===== src/rtl/reaction_ctrl.sv =====
// Reaction-timer sequencing controller: game FSM, LED, random pre-delay and
// millisecond measurement, with a frozen result and display code for the
// seven-segment driver.
module reaction_ctrl #(
  parameter int unsigned TICK_DIV      = 100000,
  parameter int unsigned MAX_MS        = 1000,
  parameter int unsigned DELAY_BASE_MS = 2000,
  parameter int unsigned DELAY_STEP_MS = 256
) (
  input  logic        clk,
  input  logic        rst,
  input  logic        start,
  input  logic        stop,
  input  logic        clear,
  output logic        led,
  output logic [11:0] time_ms,
  output logic [1:0]  disp_mode,
  output logic        busy,
  output logic        done
);

  localparam int unsigned PW = (TICK_DIV > 1) ? $clog2(TICK_DIV) : 1;
  localparam int unsigned TW = 12;
  localparam int unsigned DW = 13;
  localparam int unsigned LW = 16;

  localparam logic [LW-1:0] LFSR_SEED = 16'hACE1;
  localparam logic [PW-1:0] PRESC_MAX = PW'(TICK_DIV - 1);
  localparam logic [TW-1:0] TIME_MAX  = TW'(MAX_MS);

  localparam logic [1:0] DISP_HI    = 2'd0;
  localparam logic [1:0] DISP_TIME  = 2'd1;
  localparam logic [1:0] DISP_EARLY = 2'd2;
  localparam logic [1:0] DISP_TOUT  = 2'd3;

  typedef enum logic [2:0] {
    S_IDLE    = 3'd0,
    S_DELAY   = 3'd1,
    S_MEASURE = 3'd2,
    S_RESULT  = 3'd3,
    S_EARLY   = 3'd4
  } state_e;

  state_e        state_q, state_d;
  logic [PW-1:0] presc_q, presc_d;
  logic [DW-1:0] dly_q, dly_d;
  logic [LW-1:0] lfsr_q, lfsr_d;
  logic [TW-1:0] time_q, time_d;
  logic          timeout_q, timeout_d;
  logic          led_q, led_d;
  logic [1:0]    disp_q, disp_d;
  logic          busy_q, busy_d;
  logic          done_q, done_d;
  logic          tick_c;
  logic          lfsr_fb_c;

  assign tick_c    = (presc_q == PRESC_MAX);
  assign lfsr_fb_c = lfsr_q[0] ^ lfsr_q[2] ^ lfsr_q[3] ^ lfsr_q[5];

  // State, counters, LFSR and all output registers
  always_ff @(posedge clk or negedge rst) begin
    if (!rst) begin
      state_q   <= S_IDLE;
      presc_q   <= '0;
      dly_q     <= '0;
      lfsr_q    <= LFSR_SEED;
      time_q    <= '0;
      timeout_q <= 1'b0;
      led_q     <= 1'b0;
      disp_q    <= DISP_HI;
      busy_q    <= 1'b0;
      done_q    <= 1'b0;
    end else begin
      state_q   <= state_d;
      presc_q   <= presc_d;
      dly_q     <= dly_d;
      lfsr_q    <= lfsr_d;
      time_q    <= time_d;
      timeout_q <= timeout_d;
      led_q     <= led_d;
      disp_q    <= disp_d;
      busy_q    <= busy_d;
      done_q    <= done_d;
    end
  end

  // Next-state logic; clear beats stop beats start
  always_comb begin
    state_d   = state_q;
    dly_d     = dly_q;
    time_d    = time_q;
    timeout_d = timeout_q;
    case (state_q)
      S_IDLE: begin
        if (!clear && start) begin
          dly_d     = DW'(DELAY_BASE_MS) + DW'(lfsr_q[3:0]) * DW'(DELAY_STEP_MS);
          time_d    = '0;
          timeout_d = 1'b0;
          state_d   = S_DELAY;
        end
      end
      S_DELAY: begin
        if (clear) begin
          state_d   = S_IDLE;
          time_d    = '0;
          timeout_d = 1'b0;
        end else if (stop) begin
          state_d = S_EARLY;
          time_d  = '0;
        end else if (tick_c) begin
          if (dly_q <= DW'(1)) begin
            dly_d   = '0;
            state_d = S_MEASURE;
          end else begin
            dly_d = dly_q - DW'(1);
          end
        end
      end
      S_MEASURE: begin
        if (clear) begin
          state_d   = S_IDLE;
          time_d    = '0;
          timeout_d = 1'b0;
        end else if (tick_c && ((time_q + TW'(1)) >= TIME_MAX)) begin
          // Ceiling reached: timeout takes precedence over a same-cycle stop
          state_d   = S_RESULT;
          time_d    = TIME_MAX;
          timeout_d = 1'b1;
        end else if (stop) begin
          state_d = S_RESULT;
        end else if (tick_c) begin
          time_d = time_q + TW'(1);
        end
      end
      S_RESULT, S_EARLY: begin
        if (clear) begin
          state_d   = S_IDLE;
          time_d    = '0;
          timeout_d = 1'b0;
        end
      end
      default: begin
        state_d   = S_IDLE;
        dly_d     = '0;
        time_d    = '0;
        timeout_d = 1'b0;
      end
    endcase
  end

  // Output, prescaler and LFSR next values derived from the next state
  always_comb begin
    led_d  = 1'b0;
    busy_d = 1'b0;
    done_d = 1'b0;
    disp_d = DISP_HI;
    case (state_d)
      S_DELAY:   busy_d = 1'b1;
      S_MEASURE: begin
        led_d  = 1'b1;
        busy_d = 1'b1;
        disp_d = DISP_TIME;
      end
      S_RESULT:  disp_d = timeout_d ? DISP_TOUT : DISP_TIME;
      S_EARLY:   disp_d = DISP_EARLY;
      default:   disp_d = DISP_HI;
    endcase
    if ((state_d != state_q) && ((state_d == S_RESULT) || (state_d == S_EARLY))) begin
      done_d = 1'b1;
    end
    // Prescaler restarts on every state entry so the first tick is a full period away
    if ((state_d != state_q) || tick_c) begin
      presc_d = '0;
    end else begin
      presc_d = presc_q + PW'(1);
    end
    lfsr_d = (lfsr_q == '0) ? LFSR_SEED : {lfsr_fb_c, lfsr_q[LW-1:1]};
  end

  assign led       = led_q;
  assign time_ms   = time_q;
  assign disp_mode = disp_q;
  assign busy      = busy_q;
  assign done      = done_q;

endmodule


===== config.mk =====
export PLATFORM = sky130hd
export DESIGN_NAME = reaction_ctrl
export DESIGN_NICKNAME = d
export VERILOG_FILES = /design/src/rtl/reaction_ctrl.sv
export SDC_FILE = /design/constraint.sdc
export NUM_CORES = 1
export LEC_CHECK = 0
export CAP_MARGIN = 20
export CORE_MARGIN = 5
export CORE_UTILIZATION = 60
export DETAILED_ROUTE_END_ITERATION = 8
export PLACE_DENSITY = 0.8
export SLEW_MARGIN = 10
export SYNTH_ARGS = -nofsm -noshare
export SYNTH_HDL_FRONTEND = slang
export SYNTH_SLANG_ARGS = --single-unit

===== constraint.sdc =====
create_clock -name clk -period 3.3 [get_ports clk]
set_input_delay 0.66 -clock clk [delete_from_list [all_inputs] [get_ports clk]]
set_output_delay 0.66 -clock clk [all_outputs]
set_load 0.005 [all_outputs]

==> flow_summary.ini, run 1 <==
[clock_network]
htreeDepth = 3
cts.sinks = 67
root_buffer = clkbuf_8
path_clk_slew_ns = 0.08
cts_tree = done
holdBufCountCts = 0
post-cts-setup-buffers = 0
cts_buffers = 9
insertion_delay_ns = 0.35
clockBufferDepth = 2
ctsResizeCount = 0

[critical_path]
worst-path-max-fanout = 18
crit_path_end = time_ms[9]$_DFFE_PN0P_
cpPeakStageDelay_ns = 0.56
reg2reg_depth = 8
crit_type = reg2reg
startpoint = time_ms[0]$_DFFE_PN0P_
required_ns = 3.54
start_kind = flop
worst_ep_arrival_time_ns = 3.02
rr_endpoint = time_ms[9]$_DFFE_PN0P_
crit_slowest_cell = o21bai_2
reg2reg_slack_ns = 0.52
rr_startpoint = time_ms[0]$_DFFE_PN0P_
worst_setup_path_end_kind = flop
crit_chain = ha_1, and4_1, and3_1, and4b_1, nor2_1, o21bai_2, a41oi_1, o22a_1

[synthesis]
avgSynthCellArea_um2 = 9.28
netlist_area_um2 = 3750
async_flop_share_pct = 100
synth_cell_types = 60
synthesis.nets = 414
ys_ff_latch = 67
synth-main-ff-cell = dfrtp_1
synthTopCellsByArea = dfrtp_1 (39%), dfstp_2 (5.6%), o21ai_0 (4.3%)
synth_top_cell_by_area = dfrtp_1
synth-edff-count = 0
synth_top_area_share_pct = 39.4
yosysSeqAreaShare_pct = 45.0
syn_inst = 404
ys_warn_count = 0

[drt]
route.detailed.drc = 0
wl_per_cell_um = 15.3
vias = 2967
viasPerCell = 5.96
wl_um = 7630
dr.first_iter.drc_count = 206
postRouteAntennaNets = 0
detail_route.first_pass.iterations = 5

[global_routing]
grt_pass1_wl_um = 12800
top_usage_layer = met2
grt_use_met2_pct = 30.9
grt_max_degree = 52
grt_pass1_vias = 2704
met1_usage_pct = 30.2
grt_overflow = 0
use_met3_pct = 4.06
grtUsageTotal_pct = 21.0
antenna_found_initial = 0

[timing]
slew_violations = 0
fin_tns_setup_ns = 0
final.setup_skew_ns = 0.0107
worst-slew-pin-transition_ns = 0.869
max_freq_ghz = 0.360
fin_crit_sh_pct = 84.1
slew_headroom_pct = 41.6
fin_crit_ns = 2.78
rsz0062_at_grt = false
finalSetupViolCount = 0
hold_viol = 0

[power]
peakVddDrop_mv = 0.337
leakage_uw = 0.00179
fin_total_pwr_uw = 1960
power_density_nw_per_um2 = 467

[outcome]
status = finished, final reports clean

[min_path]
hold_path.class = in2async

[die]
design.die.area_um2 = 7930
core_um2 = 5990
ios = 22
start_util_pct = 62.6
die_y_um = 89.0
die_w_um = 89.0
std_cell_rows = 28

[placement]
dp_hpwl_um = 5180
portBuffers = 21
place_congestion = 0.934

[layout]
n_antenna_cell = 0
area.growth.synth_to_final_pct = 11.8
nets = 428
drive_above_1_share_pct = 13.9

[flow_run]
cap_violations = 0
-- stage by stage --
stage | util (%) | instances | hold WS, ns | setup slack (ns) | instance area, um2
6_report | 70.0 | 498 | 0.314 | 0.524 | 4190
5_1_grt | 70.0 | 498 | 0.378 | 0.347 | 4190
4_1_cts | 69.9 | 498 | 0.388 | 0.538 | 4190
3_5_place_dp | 66.6 | 482 | 0.370 | 0.524 | 3990
3_3_place_gp | 66.6 | 482 | 0.359 | 0.562 | 3990
2_1_floorplan | - | 404 | 0.364 | 0.851 | 3750
-- synth_stat cells (2+ instances only) --
cell type / instances
and2_1: 8
dfrtp_1: 59
a31oi_1: 10
nor4b_4: 3
inv_1: 13
nor3_1: 17
dfstp_2: 8
xnor2_1: 10
a32oi_1: 2
o21a_1: 2
buf_6: 2
a41oi_1: 2
o31ai_1: 2
clkbuf_1: 17
nor4b_1: 2
a31o_2: 3
xor2_1: 12
nand2_1: 38
o21ai_0: 32
o22a_1: 5
nor2_2: 10
nor4_1: 4
ha_1: 5
nand4_1: 7
and4_1: 5
nand3_1: 12
buf_2: 6
nor2b_1: 3
and3_1: 6
or2_2: 3
a21o_1: 3
nor2_1: 33
a21oi_1: 17
o31a_1: 2
nand2b_1: 13
and4b_1: 4
-- layout by cell type, fill, tap and decap left out, drive strengths merged, types with 4 or more instances in the layout --
cell type / Yosys / final
and4: 5 / 5
and4b: 4 / 4
xnor2: 10 / 10
nand2b: 14 / 14
xor2: 12 / 12
nor4b: 5 / 5
a21oi: 17 / 17
nand2: 38 / 38
clkbuf: 17 / 11
nor2: 43 / 43
and2: 8 / 8
clkdlybuf4s50: 0 / 20
ha: 5 / 5
buf: 9 / 9
nor4: 5 / 5
dfstp: 8 / 8
inv: 13 / 14
dfrtp: 59 / 59
o21ai: 33 / 33
nand4: 8 / 8
and3: 6 / 6
o22a: 5 / 5
nor3: 17 / 17
nand3: 12 / 12
a31oi: 10 / 10
-- how the worst min path moves through the flow --
stage                                      end  depth (start not counted)
after floorplan                 busy$_DFF_PN0_                          0
after global placement     lfsr_q[3]$_DFF_PN0_                          0
after detailed placement   lfsr_q[3]$_DFF_PN0_                          0
after CTS                  lfsr_q[3]$_DFF_PN0_                          0
after global routing      lfsr_q[14]$_DFF_PN0_                          1
final                     lfsr_q[14]$_DFF_PN0_                          1
-- metal layers --
metal | vias to the layer above | wire (um)
met1 | 1406 | 3700
li1 | 1470 | -
met5 | - | 0
met2 | 76 | 3400
met4 | 0 | 148
met3 | 15 | 384
-- kinds of logic after synthesis --
| kind of cell | share of synthesized area (%) |
|---|---|
| adders and majority gates | 1.67 |
| AOI/OAI and AO/OA | 16.8 |
| muxes | 0.601 |
| DFF | 45.0 |
| and+or+nand+nor | 26.3 |
| xor gates and xnor gates | 5.14 |
| buffers and inverters | 4.51 |
-- cell type report --
cell class / instances / area [um2]
Clock buffer: 11 / 141
Clock inverter: 5 / 61.3
Fill cell: 470 / 1800
Inverter: 13 / 48.8
Multi-Input combinational cell: 298 / 1890
Sequential cell: 67 / 1690
Tap cell: 75 / 93.8
Timing Repair Buffer: 29 / 268
-- where the power goes --
part	leakage, uW	internal (uW)	total [uW]	switching (uW)
Sequential	0.000857	884	951	67.5
Combinational	0.000829	116	308	191
Clock	0.000104	374	700	326
Total	0.00179	1370	1960	585
-- flip-flops by register name, indices dropped and copies added, names as in the netlist --
| name | count |
|---|---|
| busy | 1 |
| state_q | 3 |
| lfsr_q | 16 |
| time_ms | 12 |
| disp_mode | 2 |
| done | 1 |
| led | 1 |
| dly_q | 13 |
| presc_q | 17 |
| timeout_q | 1 |
-- worst max-delay path: cells and delay by family (launching register included) --
family	cells	cell delay [ns]
AND/OR/NAND/NOR	4	0.76
adder cells (fa/ha/maj)	1	0.36
AO/OA/AOI/OAI	3	1.01
flip-flops	1	0.53
No activity file was read; power rests on OpenSTA's default activity.
==> inputs of run 2 (changes only) <==
Settings changed: CORE_UTILIZATION 60 to 54, PLACE_DENSITY 0.8 to 0.76.
Clock period 3.3 ns to 2.4 ns, I/O delays scaled along.
==> run 2 against run 1 <==
Net effect: critical path depth unchanged; die area is 9.8% higher; global-route usage shrank 1.4 points; sequential cell count unchanged; clock skew grew 0.0061 ns; worst hold slack got worse by 0.20 ns; highest routed layer unchanged.
==> flow_summary.ini, run 2 (synthesis results as in run 1) <==
[outcome]
status = finished, final reports clean

[power]
peakVddDrop_mv = 0.489
cell_internal_pwr_uw = 1930
p_seq_share_pct = 46.7
leakage_uw = 0.00191
power_frac_comb_pct = 18.2
swShare_pct = 31.3
fin_total_pwr_uw = 2810
power_density_nw_per_um2 = 635
power.switching_uw = 879
pwr-share-clk_pct = 35.1

[timing]
fin_tns_setup_ns = 0
worst-slew-pin-transition_ns = 0.545
hold_viol = 0
setup_slack_ns = 0.0879
finalSetupViolCount = 0
slew_violations = 0
rsz0062_at_grt = true
fin_crit_ns = 2.31
max_freq_ghz = 0.433
final.setup_skew_ns = 0.0169
fin_crit_sh_pct = 96.3
slew_headroom_pct = 63.6

[global_routing]
antenna_found_initial = 0
grtUsageTotal_pct = 19.6
grt_pass1_vias = 2979
grt_overflow = 0
grt_max_degree = 68
grt_pass1_wl_um = 13700

[layout]
regMostFlops = presc_q
stdcell_area_um2 = 4430
drive_above_1_share_pct = 19.9
area.growth.synth_to_final_pct = 18.1
largestRegisters = presc_q (17), lfsr_q (16), dly_q (13)
fin_cells = 527
largest_reg_flops = 17
final_cell_mix = dfrtp_1 (59), nand2_1 (38), nor2_1 (33)
final_common_cell = dfrtp_1
nets = 452
n_antenna_cell = 0

[die]
ios = 22
die_y_um = 93.3
core_um2 = 6760
die_w_um = 93.3
std_cell_rows = 30
start_util_pct = 55.5
design.die.area_um2 = 8710

[clock_network]
htreeDepth = 3
holdBufCountCts = 0
root_buffer = clkbuf_8
clockBufferDepth = 2
path_clk_slew_ns = 0.09
cts_tree = done
cts.sinks = 67
cts_buffers = 9
insertion_delay_ns = 0.36

[drt]
viasPerCell = 5.88
detail_route.first_pass.iterations = 5
wl_per_cell_um = 15.2
wl_um = 8030
dr.first_iter.drc_count = 210
route.detailed.drc = 0
vias = 3097
postRouteAntennaNets = 0

[critical_path]
reg2reg_depth = 8
startpoint = time_ms[2]$_DFFE_PN0P_
crit_path_end = presc_q[0]$_DFF_PN0_
worst-path-max-fanout = 17
rr_startpoint = time_ms[2]$_DFFE_PN0P_
crit_type = reg2reg
worst_setup_path_end_kind = flop
start_kind = flop
worst_ep_arrival_time_ns = 2.54
rr_endpoint = presc_q[0]$_DFF_PN0_
required_ns = 2.63
reg2reg_slack_ns = 0.09

[placement]
place_congestion = 0.885
place_inst = 510
portBuffers = 21
place_area_um2 = 4190
dp_hpwl_um = 5510
place_ws_ns = -0.0705

[flow_run]
cap_violations = 0

[min_path]
hold_path.class = in2async
[run 2: changes by cell type in the layout (fill, tap and decap cells not counted), moves of 2 or more]
cell    previous run  this run
buf_12             0         2
buf_4              9        30
ha_1               5         3
ha_2               0         2
inv_6              1         4
[run 2: critical path: stages (launching register included)]
cell and delay [ns]:
dfrtp_1 0.54, and3_1 0.30, nand3_1 0.12, o22ai_1 0.23, nand3_1 0.16, o211ai_2 0.27
mux2i_4 0.31, buf_12 0.19, nor3b_1 0.06
[run 2: repair_timing]
item                                    4_1_cts  5_1_grt
endpoints found under the setup margin        0       19
setup buffers                                 0        1
gates resized for setup                       0        6
[run 2: worst min path at each step]
stage | endpoint | slack, ns | cells after the start
finish | lfsr_q[12]$_DFF_PN0_ | 0.11 | 2
floorplan | busy$_DFF_PN0_ | 0.18 | 0
detailed placement | lfsr_q[3]$_DFF_PN0_ | 0.36 | 0
global placement | lfsr_q[3]$_DFF_PN0_ | 0.36 | 0
global route | lfsr_q[1]$_DFF_PN0_ | 0.15 | 2
CTS | lfsr_q[14]$_DFF_PN0_ | 0.14 | 2
[run 2: layer usage]
layer	up-vias	global-route usage, %	wire [um]
li1	1508	-	-
met1	1487	26.9	3850
met2	89	30.1	3710
met3	13	3.94	365
met4	0	8.55	116
met5	-	0	0
[run 2: power by group through the flow]
stage | Combinational, uW | Sequential [uW] | Clock, uW
final | 512 | 1310 | 987
after global routing | 581 | 1320 | 1050
after CTS | 508 | 1300 | 1000
after detailed placement | 506 | 1320 | 0
after global placement | 482 | 1320 | 0
after floorplan | 326 | 1300 | 0
[run 2: per-stage QoR]
step	hold WS (ns)	util, %
2_1_floorplan	0.184	-
3_3_place_gp	0.359	62.1
3_5_place_dp	0.361	62.1
4_1_cts	0.143	65.1
5_1_grt	0.153	65.5
6_report	0.115	65.5
[run 2: cell type report]
class                   count  area [um2]
clock inverters             7        81.3
repair buffers             53         470
multi-input cells         298        1920
fillers                   542        2330
flip-flops and latches     67        1690
inverters                  13        48.8
well taps                  80         100
clock buffers               9         124
==> RTL edit: new RTL, flow settings as in run 2 <==
The parameter `DELAY_STEP_MS` goes from 256 to 192.
--- a/src/rtl/reaction_ctrl.sv
+++ b/src/rtl/reaction_ctrl.sv
@@ -6,5 +6,5 @@
   parameter int unsigned MAX_MS        = 1000,
   parameter int unsigned DELAY_BASE_MS = 2000,
-  parameter int unsigned DELAY_STEP_MS = 256
+  parameter int unsigned DELAY_STEP_MS = 192
 ) (
   input  logic        clk,
Formal check against the unedited RTL: no difference found for any inputs over 10 cycles, from zero or initial values and one cycle with rst low; that may be too few to reach the edited logic, so the function may still have changed.
==> RTL edit against run 2 <==
  * Sequential cell count is the same
  * Via count rose by 15%
  * Non-clock buffer count increased by 16
  * Routed wire length rose by 14%
  * Combinational power decreased by 4.7%
  * Global-route usage grew 1.8 points
  * Worst setup slack lost 0.046 ns
  * Power rose by 1.2%
  * Final cell count grew 13%
  * Sequential power about the same
  * Design area grew 10%
  * Synthesized area rose by 6.2%
  * Critical endpoint is now time_ms[6]$_DFFE_PN0P_
==> RTL edit: results <==
[run_status]
status = finished, final reports clean

[yosys]
yosys_warnings = 0
synthTopCellsByArea = dfrtp_1 (37%), dfstp_2 (5.3%), xnor2_1 (4.0%), nor3_1 (3.9%), ha_1 (3.8%)
synth.top_cells.by_count = dfrtp_1 (59), nand2_1 (39), nor2_1 (31), nor3_1 (31), o21ai_0 (19)
synth_fp_nets = 454
syn_area_per_cell_um2 = 9.129
yosysUniqueCellTypes = 64
yosysSeqAreaShare = 0.4238

[pwr]
p_per_area_nw_per_um2 = 583.1
switching_share = 0.2930
peakVddDrop_v = 0.0004472
p_leak_nw = 2.041

[clocking]
numCtsBuffers = 9
cts_root_buf = clkbuf_8
insertion_delay_ns = 0.35
clk_path_buf_depth = 2
htreeDepth = 3
clk_pin_slew_worst_paths_ns = 0.08

[global_route]
grt_pass1_vias = 3332
gr-usage-all-layers = 0.2137
grt_pass1_wl_um = 15300
grt_max_degree = 37
antenna_found_initial = 0

[cells_and_area]
instances_no_fill = 597
finalNetCount = 511
reg.largest.list = presc_q x17, lfsr_q x16, dly_q x13
drive_gt1_frac = 0.1988
fillers = 560
antenna_cells = 0

[critical_path]
rr_worst_depth = 7
reg2reg_slack_ns = 0.04
rr_endpoint = time_ms[6]$_DFFE_PN0P_
cp_max_fo = 18
arrival_ns = 2.59
rr_startpoint = time_ms[4]$_DFFE_PN0P_

[placed_design]
placed_cell_area_um2 = 4568
dp_slack_ns = -0.09842
gp_congestion = 0.8928
portBuffers = 21
dp_cells = 579
hpwlAfterDp_um = 6474

[route]
wl_um = 9189
vias = 3574
drt_iter0_drc = 195

[sta]
slew-limit-headroom = 0.6364
fin_skew_ns = 0.01010

[min_path]
worst_hold_path_type = in -> async
[RTL edit: metrics by stage]
stage / hold slack (ns) / power, mW
after floorplan: 0.1844 / 1.629
after global placement: 0.3619 / 1.787
after detailed placement: 0.3633 / 1.803
after CTS: 0.1612 / 2.863
after global routing: 0.2061 / 3.007
final: 0.1545 / 2.845
[RTL edit: worst max-delay path, stage by stage (launching register included)]
cell       delay [ns]
dfrtp_1          0.45
nand3_2          0.14
buf_4            0.17
nor3_1           0.40
a2111oi_4        0.16
a31oi_4          0.49
a41oi_1          0.19
o22a_1           0.23
[RTL edit: repair_timing]
item | CTS | global route
hold endpoints to repair | 0 | 0
gates resized for setup | 2 | 13
setup buffers | 0 | 2
setup endpoints to repair | 10 | 17
pin swaps | 0 | 2
[RTL edit: routing by layer]
metal	vias to the layer above	part of all wire	track usage
met5	-	0	0
li1	1711	-	-
met1	1751	0.46	0.2919
met4	0	0.024	0.1031
met2	93	0.47	0.3295
met3	19	0.042	0.03597
[RTL edit: final cells by class]
type                       instances  area share
clock inverter                     7     0.02026
sequential                        67      0.3465
multi-input combinational        330      0.4509
timing repair buffer              69      0.1193
inverter                          16     0.01231
tap                               99     0.02539
clock buffer                       9     0.02539
[RTL edit: how the worst max path moves through the flow]
stage / from / to / slack, ns / cells after the start
2_1_floorplan: lfsr_q[0]$_DFF_PN1_ / dly_q[11]$_DFFE_PN0P_ / 0.05 / 6
3_3_place_gp: time_ms[0]$_DFFE_PN0P_ / time_ms[6]$_DFFE_PN0P_ / 0.02 / 7
3_5_place_dp: time_ms[1]$_DFFE_PN0P_ / time_ms[6]$_DFFE_PN0P_ / -0.1 / 7
4_1_cts: presc_q[0]$_DFF_PN0_ / time_ms[4]$_DFFE_PN0P_ / 0.09 / 8
5_1_grt: presc_q[0]$_DFF_PN0_ / dly_q[11]$_DFFE_PN0P_ / -0.02 / 8
6_report: time_ms[4]$_DFFE_PN0P_ / time_ms[6]$_DFFE_PN0P_ / 0.04 / 7
[RTL edit: cells by family after synthesis]
family	after synthesis	synth area share
mux	4	0.01069
flops	67	0.4238
simple gates	183	0.2461
fa+ha+maj	13	0.04275
buf+inv	39	0.03992
compound gates	107	0.1861
xor+xnor	23	0.05061
[RTL edit: power groups by stage]
stage	clock network (mW)	registers, mW	logic, mW
4_1_cts	1.08	1.30	0.485
3_5_place_dp	0	1.32	0.480
2_1_floorplan	0	1.30	0.331
6_report	1.05	1.31	0.488
5_1_grt	1.14	1.32	0.545
3_3_place_gp	0	1.32	0.469
